`src/rtl/psum_drain_ctrl_if.sv`:
```
// Handshake bundle between the layer scheduler / IFFT front end and the psum drain controller.
// The controller takes the slave view. The scheduler/IFFT side, or a bench, takes the master view.
interface psum_drain_ctrl_if #(
  parameter int ADDRLEN = 12
);
  logic               start;
  logic [ADDRLEN-1:0] base;
  logic [ADDRLEN-1:0] len;
  logic               ready;
  logic               ifftrd;
  logic [ADDRLEN-1:0] rdaddr_ifft;
  logic               rdvalid;
  logic               rdlast;
  logic               busy;
  logic               done;

  modport master (
    output start, base, len, ready,
    input  ifftrd, rdaddr_ifft, rdvalid, rdlast, busy, done
  );

  modport slave (
    input  start, base, len, ready,
    output ifftrd, rdaddr_ifft, rdvalid, rdlast, busy, done
  );
endinterface

```
`src/rtl/psum_drain_ctrl.sv`:
```
// Drains one tile region of the psum buffers into the IFFT stage under a ready handshake.
// It also produces a valid/last strobe delayed to line up with the buffer read latency.
module psum_drain_ctrl #(
  parameter int ADDRLEN = 12,
  parameter int RDLAT   = 2
) (
  input logic              clk,
  input logic              rstn,
  psum_drain_ctrl_if.slave bus
);

  typedef enum logic [1:0] {
    S_IDLE,
    S_ISSUE,
    S_FLUSH,
    S_DONE
  } state_t;

  localparam int FW = (RDLAT > 1) ? $clog2(RDLAT) : 1;
  localparam logic [ADDRLEN-1:0] ONE        = ADDRLEN'(1);
  localparam logic [FW-1:0]      FONE       = FW'(1);
  localparam logic [FW-1:0]      FLUSH_LAST = FW'(RDLAT - 1);

  state_t             state_q;
  logic [ADDRLEN-1:0] addr_q;
  logic [ADDRLEN-1:0] len_q;
  logic [ADDRLEN-1:0] cnt_q;
  logic [ADDRLEN-1:0] cnt_d;
  logic [FW-1:0]      flush_q;
  logic               ifftrd_q;
  logic               busy_q;
  logic               done_q;
  logic               issue;
  logic               issue_last;
  logic               vld_q [RDLAT];
  logic               lst_q [RDLAT];

  assign cnt_d      = cnt_q + ONE;
  assign issue      = (state_q == S_ISSUE) && bus.ready;
  assign issue_last = issue && (cnt_d == len_q);

  always_ff @(posedge clk or negedge rstn) begin
    if (!rstn) begin
      state_q  <= S_IDLE;
      addr_q   <= '0;
      len_q    <= '0;
      cnt_q    <= '0;
      flush_q  <= '0;
      ifftrd_q <= 1'b0;
      busy_q   <= 1'b0;
      done_q   <= 1'b0;
    end else begin
      case (state_q)
        S_IDLE: begin
          if (bus.start) begin
            busy_q <= 1'b1;
            len_q  <= bus.len;
            cnt_q  <= '0;
            if (bus.len != '0) begin
              state_q  <= S_ISSUE;
              addr_q   <= bus.base;
              ifftrd_q <= 1'b1;
            end else begin
              state_q <= S_DONE;
              done_q  <= 1'b1;
            end
          end
        end
        S_ISSUE: begin
          if (bus.ready) begin
            cnt_q <= cnt_d;
            // The address stays on the final word through the flush.
            if (cnt_d == len_q) begin
              state_q <= S_FLUSH;
              flush_q <= '0;
            end else begin
              addr_q <= addr_q + ONE;
            end
          end
        end
        S_FLUSH: begin
          if (flush_q == FLUSH_LAST) begin
            state_q  <= S_DONE;
            ifftrd_q <= 1'b0;
            done_q   <= 1'b1;
          end else begin
            flush_q <= flush_q + FONE;
          end
        end
        S_DONE: begin
          state_q <= S_IDLE;
          busy_q  <= 1'b0;
          done_q  <= 1'b0;
        end
        default: state_q <= S_IDLE;
      endcase
    end
  end

  // In-flight tracker: stage RDLAT-1 coincides with rddata for the word issued RDLAT cycles ago.
  genvar gi;
  generate
    for (gi = 0; gi < RDLAT; gi++) begin : g_pipe
      if (gi == 0) begin : g_head
        always_ff @(posedge clk or negedge rstn) begin
          if (!rstn) begin
            vld_q[gi] <= 1'b0;
            lst_q[gi] <= 1'b0;
          end else begin
            vld_q[gi] <= issue;
            lst_q[gi] <= issue_last;
          end
        end
      end else begin : g_tail
        always_ff @(posedge clk or negedge rstn) begin
          if (!rstn) begin
            vld_q[gi] <= 1'b0;
            lst_q[gi] <= 1'b0;
          end else begin
            vld_q[gi] <= vld_q[gi-1];
            lst_q[gi] <= lst_q[gi-1];
          end
        end
      end
    end
  endgenerate

  assign bus.ifftrd      = ifftrd_q;
  assign bus.rdaddr_ifft = addr_q;
  assign bus.rdvalid     = vld_q[RDLAT-1];
  assign bus.rdlast      = lst_q[RDLAT-1];
  assign bus.busy        = busy_q;
  assign bus.done        = done_q;

endmodule

```
`src/flat_wrapper.sv`:
```
// flat-port wrapper written by rule: the top's interface ports become plain ports
module psum_drain_ctrl_flat 
#(
  parameter int ADDRLEN = 12,
  parameter int RDLAT   = 2
)
  (clk, rstn, bus_start, bus_base, bus_len, bus_ready, bus_ifftrd, bus_rdaddr_ifft, bus_rdvalid, bus_rdlast, bus_busy, bus_done);
  psum_drain_ctrl_if #(.ADDRLEN(ADDRLEN)) bus_i ();
  input logic clk;
  input logic rstn;
  input wire logic [$bits(bus_i.start)-1:0] bus_start;
  input wire logic [$bits(bus_i.base)-1:0] bus_base;
  input wire logic [$bits(bus_i.len)-1:0] bus_len;
  input wire logic [$bits(bus_i.ready)-1:0] bus_ready;
  output wire logic [$bits(bus_i.ifftrd)-1:0] bus_ifftrd;
  output wire logic [$bits(bus_i.rdaddr_ifft)-1:0] bus_rdaddr_ifft;
  output wire logic [$bits(bus_i.rdvalid)-1:0] bus_rdvalid;
  output wire logic [$bits(bus_i.rdlast)-1:0] bus_rdlast;
  output wire logic [$bits(bus_i.busy)-1:0] bus_busy;
  output wire logic [$bits(bus_i.done)-1:0] bus_done;
  assign bus_i.start = bus_start;
  assign bus_i.base = bus_base;
  assign bus_i.len = bus_len;
  assign bus_i.ready = bus_ready;
  assign bus_ifftrd = bus_i.ifftrd;
  assign bus_rdaddr_ifft = bus_i.rdaddr_ifft;
  assign bus_rdvalid = bus_i.rdvalid;
  assign bus_rdlast = bus_i.rdlast;
  assign bus_busy = bus_i.busy;
  assign bus_done = bus_i.done;
  psum_drain_ctrl #(.ADDRLEN(ADDRLEN), .RDLAT(RDLAT)) u_core (.clk(clk), .rstn(rstn), .bus(bus_i));
endmodule
```
`config.mk`:
```
export PLATFORM = sky130hd
export DESIGN_NAME = psum_drain_ctrl_flat
export DESIGN_NICKNAME = d
export VERILOG_FILES = /design/src/rtl/psum_drain_ctrl_if.sv /design/src/rtl/psum_drain_ctrl.sv /design/src/flat_wrapper.sv
export SDC_FILE = /design/constraint.sdc
export NUM_CORES = 1
export LEC_CHECK = 0
export CORE_MARGIN = 2
export CORE_UTILIZATION = 45
export DETAILED_ROUTE_END_ITERATION = 10
export MAX_ROUTING_LAYER = met4
export PLACE_DENSITY = 0.75
export SLEW_MARGIN = 40
export SYNTH_ARGS = -nofsm -noshare
export SYNTH_HDL_FRONTEND = slang
export SYNTH_SLANG_ARGS = --single-unit
```
`constraint.sdc`:
```
create_clock -name clk -period 3.3 [get_ports clk]
set_input_delay 0.66 -clock clk [delete_from_list [all_inputs] [get_ports clk]]
set_output_delay 0.66 -clock clk [all_outputs]
set_load 0.01 [all_outputs]
```
Word-level counts from Yosys, hierarchy flattened
Index checks and enable logic that the tools add are counted.

operators by class
  add/sub/neg operators = 3
  eq/ne operators = 11
  mux-type cells = 28
  reductions and logical operators = 17

operators with widths
  cell                   number
  $mux 12                6
  $pmux 12 s2            2
  $add 12x1->12 const B  2
  $eq 12x12->1           1
  $reduce_and 4->1       3
  $reduce_bool 12->1     1
  $mux 1                 10
  $mux 2                 5
  $ne 2x2->1 const B     5
  $pmux 2 s4             1
  $reduce_bool 2->1      4
  $pmux 1 s2             3
  $reduce_and 3->1       2
  $reduce_and 5->1       1
  $eq 2x2->1 const B     2
  $ne 2x1->1 const B     2
  $reduce_and 2->1       2
  $pmux 1 s3             1
  $reduce_bool 3->1      1
  $eq 2x1->1 const B     1
  $logic_and 1x1->1      2
  $logic_not 2->1        1
  $add 1x1->1 const B    1

word-level totals
  bits in registers = 46
  bits of input ports = 28
  output and inout port bits = 17
  word-level logic and storage cells = 71

Longest topological paths before layout
Gate-level depths: netlist of run 1.

  word-level depth = 5
  depth in mapped cells = 10
  mapped depth without buffers = 8

Worst setup path after synthesis of run 1
No wires, ideal clock.

  kind = flip-flop to flip-flop
  from = register u_core.cnt_q[0]
  to = register u_core.state_q[1]
  library setup time = 0.128 ns
  arrival = 2.424 ns
  data required time = 3.172 ns
  slack = 0.748 ns
  stages on the path, launching flop included = 10
  buffers on the path = 1
  period minus slack after synthesis = 2.552 ns
  cell sequence = dfrtp_1 -> ha_1 -> buf_2 -> nor2b_1 -> or4b_1 -> a32oi_1 -> and3_2 -> nand3_2 -> a21oi_2 -> mux2_1

on the way
  cells in the longest elaborated chain, start to end = 4

RTL lines
  what                               line                   text
  start, declared                    psum_drain_ctrl.sv:27  logic [ADDRLEN-1:0] cnt_q;
  start signal, assigned             psum_drain_ctrl.sv:71  cnt_q <= cnt_d;
  $add 12x1->12                      psum_drain_ctrl.sv:38  assign cnt_d = cnt_q + ONE;
  $eq 12x12->1                       psum_drain_ctrl.sv:73  if (cnt_d == len_q) begin
  $ne 2x2->1 (no source line)        n/a
  $reduce_and 4->1 (no source line)  n/a
  end signal, assigned               psum_drain_ctrl.sv:44  state_q <= S_IDLE;
  end signal, assigned               psum_drain_ctrl.sv:74  state_q <= S_FLUSH;
  end signal, assigned               psum_drain_ctrl.sv:83  state_q <= S_DONE;
  end, declared                      psum_drain_ctrl.sv:24  state_t state_q;

No other way between the ends.
A chain may end at the register's enable or synchronous reset.

Final worst setup path of run 1
Same ends and word-level chain as after synthesis.

==> results.toml, run 1 <==
[routing]
ant_nets = 0
drt-total-wl_mm = 7.02
dr.first_iter.drc_count = 155
post-route-drc-count = 0
via_per_inst = 6.00
vias = 2566
wl_per_cell_microns = 16.4
drt_first_pass_iters = 4

[yosys]
syn_inst = 313
ys_types = 62
avgSynthCellArea_sq_um = 9.30
syn_area_sq_um = 2910
synthFlopType = "dfrtp_1"
synthTopCellsByCount = "dfrtp_1 (46), nand2_1 (30), o21ai_0 (26), nor2_1 (21), a21oi_1 (18)"
synth_top_area_cell = "dfrtp_1"
ys_async_sr_fraction = 1.00
synth.top_cell.area_share = 0.395
synth-seq-area-share = 0.395
synth_area_leaders = "dfrtp_1 (40%), mux2_2 (4.6%), o21ai_0 (4.5%)"
yosysMostFrequentCell = "dfrtp_1"
ys_ff_latch = 46
yosys_warnings = 0
synth_fp_nets = 348
synth-edff-count = 0

[placed_design]
numPortBuffers = 44
dpl.hpwl_mm = 5.05
gp_congestion = 0.889

[setup_path]
worstSetupPathType = "register to register"
r2r_slack_ns = 0.56
worstPathArrival_ns = 2.93
cp_cell_sequence = "ha_1, or3b_1, a211o_1, a32oi_1, and3_2, nand3_2, a21oi_2, mux2_1"
crit_cells = 8
rr_startpoint = "u_core.cnt_q[0]"
crit_buf_inv = 0
path_delay_family = "simple AND/OR/NAND/NOR gates"
reg2reg_depth = 8
crit_fanout = 9
worstPathRequired_ns = 3.49
crit_path_end_kind = "register"
startpoint = "u_core.cnt_q[0]"
start_kind = "register"
critPathMaxStageDelay_ns = 0.51
crit_slowest_cell = "dfrtp_1"

[run_status]
run_status = "finished, final reports clean"

[clock_tree]
cts_resized = 0
cts_buffers = 5
cts_setup_buffers = 0
cts_root_buf = "clkbuf_8"
htreeDepth = 2
clk_pin_slew_ns = 0.08
cts_tree = "done"
cts_num_sinks = 46
ctsLongestPathBuffers = 2
clkLatencyLatePin_ns = 0.30
postCtsHoldBufs = 0

[global_routing]
grt_pass1_wl_mm = 11.6
grtUsageMet1 = 0.281
grtUsageTotal = 0.206
grt_overflow = 0
met2_usage = 0.322
grt_most_used_layer = "met2"
grtUsageMet3 = 0.0305
grt_pass1_vias = 2398
grt_max_degree = 47
antenna_found_initial = 0

[sta]
min_period_ns = 2.74
fmax_mhz = 365
finClkSkew_ns = 0.00532
fin_hold_ws_ns = 0.350
slew_violations = 0
finalCritPeriodShare = 0.830
max_slew_margin = 0.593
worst_pin_slew_ns = 0.610
hold_violations = 0
rsz0062_at_grt = "no"
finalSetupViolCount = 0
tns_ns = 0

[finish]
syn2layout_area_growth_pct = 19.8
n_antenna_cell = 0
drive_above_1_share = 0.117
nets = 385

[floorplan]
io_pins = 45
start_util = 0.461
die_h_microns = 84.4
die_x_microns = 84.4
die_area_sq_um = 7130
core_area_sq_um = 6310
rows = 29

[pwr]
p_per_area_nw_per_um2 = 831
power.leakage_uw = 0.00143
peakVddDrop_mv = 0.479

[min_path]
hp-class = "input port to async pin"

[run]
drv_cap = 0
[routing by layer]
metal	routed length, microns	vias up
li1	-	1236
met1	3270	1251
met2	3300	65
met3	308	14
met4	131	0
met5	0	-
[metrics by stage]
stage	util	total power, uW	cell area (sq um)	std cells	setup slack [ns]
finish	0.552	2900	3490	428	0.560
global route	0.552	3110	3490	428	0.447
CTS	0.552	2900	3490	428	0.575
detailed placement	0.535	2490	3380	420	0.551
global placement	0.534	2440	3370	420	0.587
floorplan	-	1980	2910	313	0.748
[kinds of logic after synthesis]
family | share of synthesized area
compound gates | 0.207
xor+xnor | 0.0391
fa+ha+maj | 0.0301
buf+inv | 0.0443
flops | 0.395
mux | 0.0812
simple gates | 0.203
[state kept, by name (all words and copies together), names as in the netlist, 2 cells and up]
register and count:
u_core.bus.rdaddr_ifft 12, u_core.len_q 12, u_core.cnt_q 12, u_core.state_q 2
[layout by cell type (no fill, tap or decap), drive strengths merged, types with 5 or more instances in the layout]
cell type | synthesis | layout
nor2 | 21 | 21
ha | 7 | 7
and3 | 10 | 10
clkdlybuf4s50 | 0 | 43
o21ai | 27 | 27
a21oi | 19 | 19
inv | 8 | 8
nand3 | 17 | 17
o22ai | 9 | 9
clkbuf | 9 | 8
mux2i | 9 | 9
xor2 | 8 | 8
nand2 | 31 | 31
xnor2 | 5 | 5
buf | 9 | 5
nand2b | 7 | 7
nand4 | 7 | 7
mux2 | 13 | 13
a31oi | 5 | 5
dfrtp | 46 | 46
[report_power, final]
part,internal [uW],leakage [uW],switching [uW],total [uW]
Combinational,690,0.000803,762,1450
Clock,212,0.0000575,194,406
Sequential,780,0.000574,261,1040
Total,1680,0.00143,1220,2900
[final timing paths]
check / end
worst max-delay path: u_core.state_q[1]
worst min-delay path: u_core.len_q[1]
worst max register to register: u_core.state_q[1]
worst min register to register: u_core.bus.rdvalid
max in group asynchronous: u_core.cnt_q[6]
min in group clk: u_core.bus.rdvalid
[final cells by class]
cell class              count  area, sq um
flip-flops and latches     46         1150
inverters                   8         30.0
well taps                  77         96.3
fillers                   590         2830
clock buffers               8          110
multi-input cells         241         1630
repair buffers             48          468
Power figures use the tool's default switching activity.
==> run 2, diff against run 1 <==
Settings changed: PLACE_DENSITY 0.75 to 0.77.
Clock period 3.3 ns to 2.4 ns, I/O delays scaled along.
==> run 2 against run 1 <==
Global-route usage rose by 1.7 points. Routed wire length rose by 6.9%. Clock power rose by 10%. Die area did not move. Setup slack got worse by 0.53 ns. Core utilization rose by 5.3 points. Hold slack got worse by 0.21 ns. Critical path type unchanged.
==> results.toml, run 2 (synthesis gave the netlist of run 1 again) <==
[run_status]
run_status = "finished, final reports clean"

[floorplan]
start_util = 0.461
core_area_sq_um = 6310
die_x_microns = 84.4
rows = 29
die_area_sq_um = 7130
io_pins = 45
die_h_microns = 84.4

[setup_path]
crit_fanout = 6
worstPathArrival_ns = 2.56
start_kind = "register"
rr_startpoint = "u_core.cnt_q[1]"
crit_path_end_kind = "register"
worstSetupPathType = "register to register"
reg2reg_depth = 8
r2r_slack_ns = 0.03
worst_r2r_endpoint = "u_core.state_q[1]"
worstPathRequired_ns = 2.59

[finish]
fin_cells = 460
most-common-layout-cells = "clkdlybuf4s50_1 (43), dfrtp_1 (43), buf_4 (34)"
drive_above_1_share = 0.217
num-fill-cells = 548
syn2layout_area_growth_pct = 31.3
final_util = 0.605
nets = 418
n_antenna_cell = 0

[routing]
drt-total-wl_mm = 7.50
dr.first_iter.drc_count = 225
post-route-drc-count = 0
wl_per_cell_microns = 16.3
drt_first_pass_iters = 5
vias = 2748
via_per_inst = 5.97
ant_nets = 0

[sta]
rsz0062_at_grt = "yes"
finClkSkew_ns = 0.00845
finalCritPeriodShare = 0.989
fin_hold_ws_ns = 0.141
tns_ns = 0
worst_pin_slew_ns = 0.608
min_period_ns = 2.37
max_slew_margin = 0.594
timing.final.ws_setup_ns = 0.0264
finalSetupViolCount = 0
hold_violations = 0
slew_violations = 0
fmax_mhz = 421

[clock_tree]
cts_root_buf = "clkbuf_8"
clk_pin_slew_ns = 0.08
cts_buffers = 5
clkLatencyLatePin_ns = 0.30
htreeDepth = 2
ctsLongestPathBuffers = 2
cts_tree = "done"
postCtsHoldBufs = 0
cts_num_sinks = 46

[pwr]
peakVddDrop_mv = 0.648
power.leakage_uw = 0.00159
p_per_area_nw_per_um2 = 1100

[placed_design]
gp_congestion = 0.897
pre_cts_slack_ns = -0.0484
dp.cells = 452
numPortBuffers = 44
dpl.hpwl_mm = 5.49

[run]
drv_cap = 0

[global_routing]
grt_pass1_wl_mm = 12.6
grtUsageTotal = 0.224
grt_max_degree = 27
grt_overflow = 0
grt_pass1_vias = 2631
antenna_found_initial = 0

[min_path]
hp-class = "input port to async pin"
[run 2: metrics by stage]
stage               power (uW)  cell area (sq um)
finish                    4190               3820
global route              4500               3820
detailed placement        3620               3670
CTS                       4130               3780
floorplan                 2770               2950
global placement          3540               3670
[run 2: what timing repair did]
action | 4_1_cts | 5_1_grt
pin swaps | 5 | 10
resized for setup | 5 | 10
endpoints found under the setup margin | 2 | 14
setup buffers | 0 | 1
[run 2: routing by layer]
layer	global-route usage	wire, microns	vias to the layer above
met5	-	0	-
met4	0.0794	233	0
met3	0.0334	391	21
met2	0.340	3500	107
met1	0.307	3380	1313
li1	-	-	1307
[run 2: layout make-up]
cell class,instances,area (sq um),share of cell area
tap,77,96.3,0.0252
timing repair buffer,81,742,0.194
sequential,46,1150,0.302
inverter,8,30.0,0.00786
clock buffer,7,76.3,0.0200
multi-input combinational,241,1720,0.451
[run 2: how the worst max path moves through the flow]
stage / from / end / cells after the start
2_1_floorplan: u_core.cnt_q[0] / u_core.state_q[1] / 9
3_3_place_gp: u_core.cnt_q[1] / u_core.bus.rdaddr_ifft[9] / 9
3_5_place_dp: u_core.cnt_q[1] / u_core.bus.rdaddr_ifft[9] / 9
4_1_cts: u_core.cnt_q[0] / u_core.state_q[1] / 8
5_1_grt: u_core.cnt_q[1] / u_core.bus.rdaddr_ifft[10] / 9
6_report: u_core.cnt_q[1] / u_core.state_q[1] / 8
[run 2: report_power, final]
group | switching [uW] | internal, uW | total [uW]
Combinational | 1190 | 1150 | 2340
Clock | 246 | 201 | 447
Sequential | 334 | 1080 | 1410
Total | 1770 | 2420 | 4190
[run 2: critical path, cell delays in order, from the launching register on]
cell and delay (ns):
dfrtp_2 0.45, ha_4 0.19, nor2b_4 0.12, or4b_4 0.52, a32oi_2 0.19, and3_4 0.24, nand3_4 0.08, a21oi_4 0.16
mux2_4 0.31
==> run 3, diff against run 2 <==
Settings changed: CAP_MARGIN from default to 15.
==> results of run 3 <==
No change in the layout: final DEF, timing and power equal those of run 2.
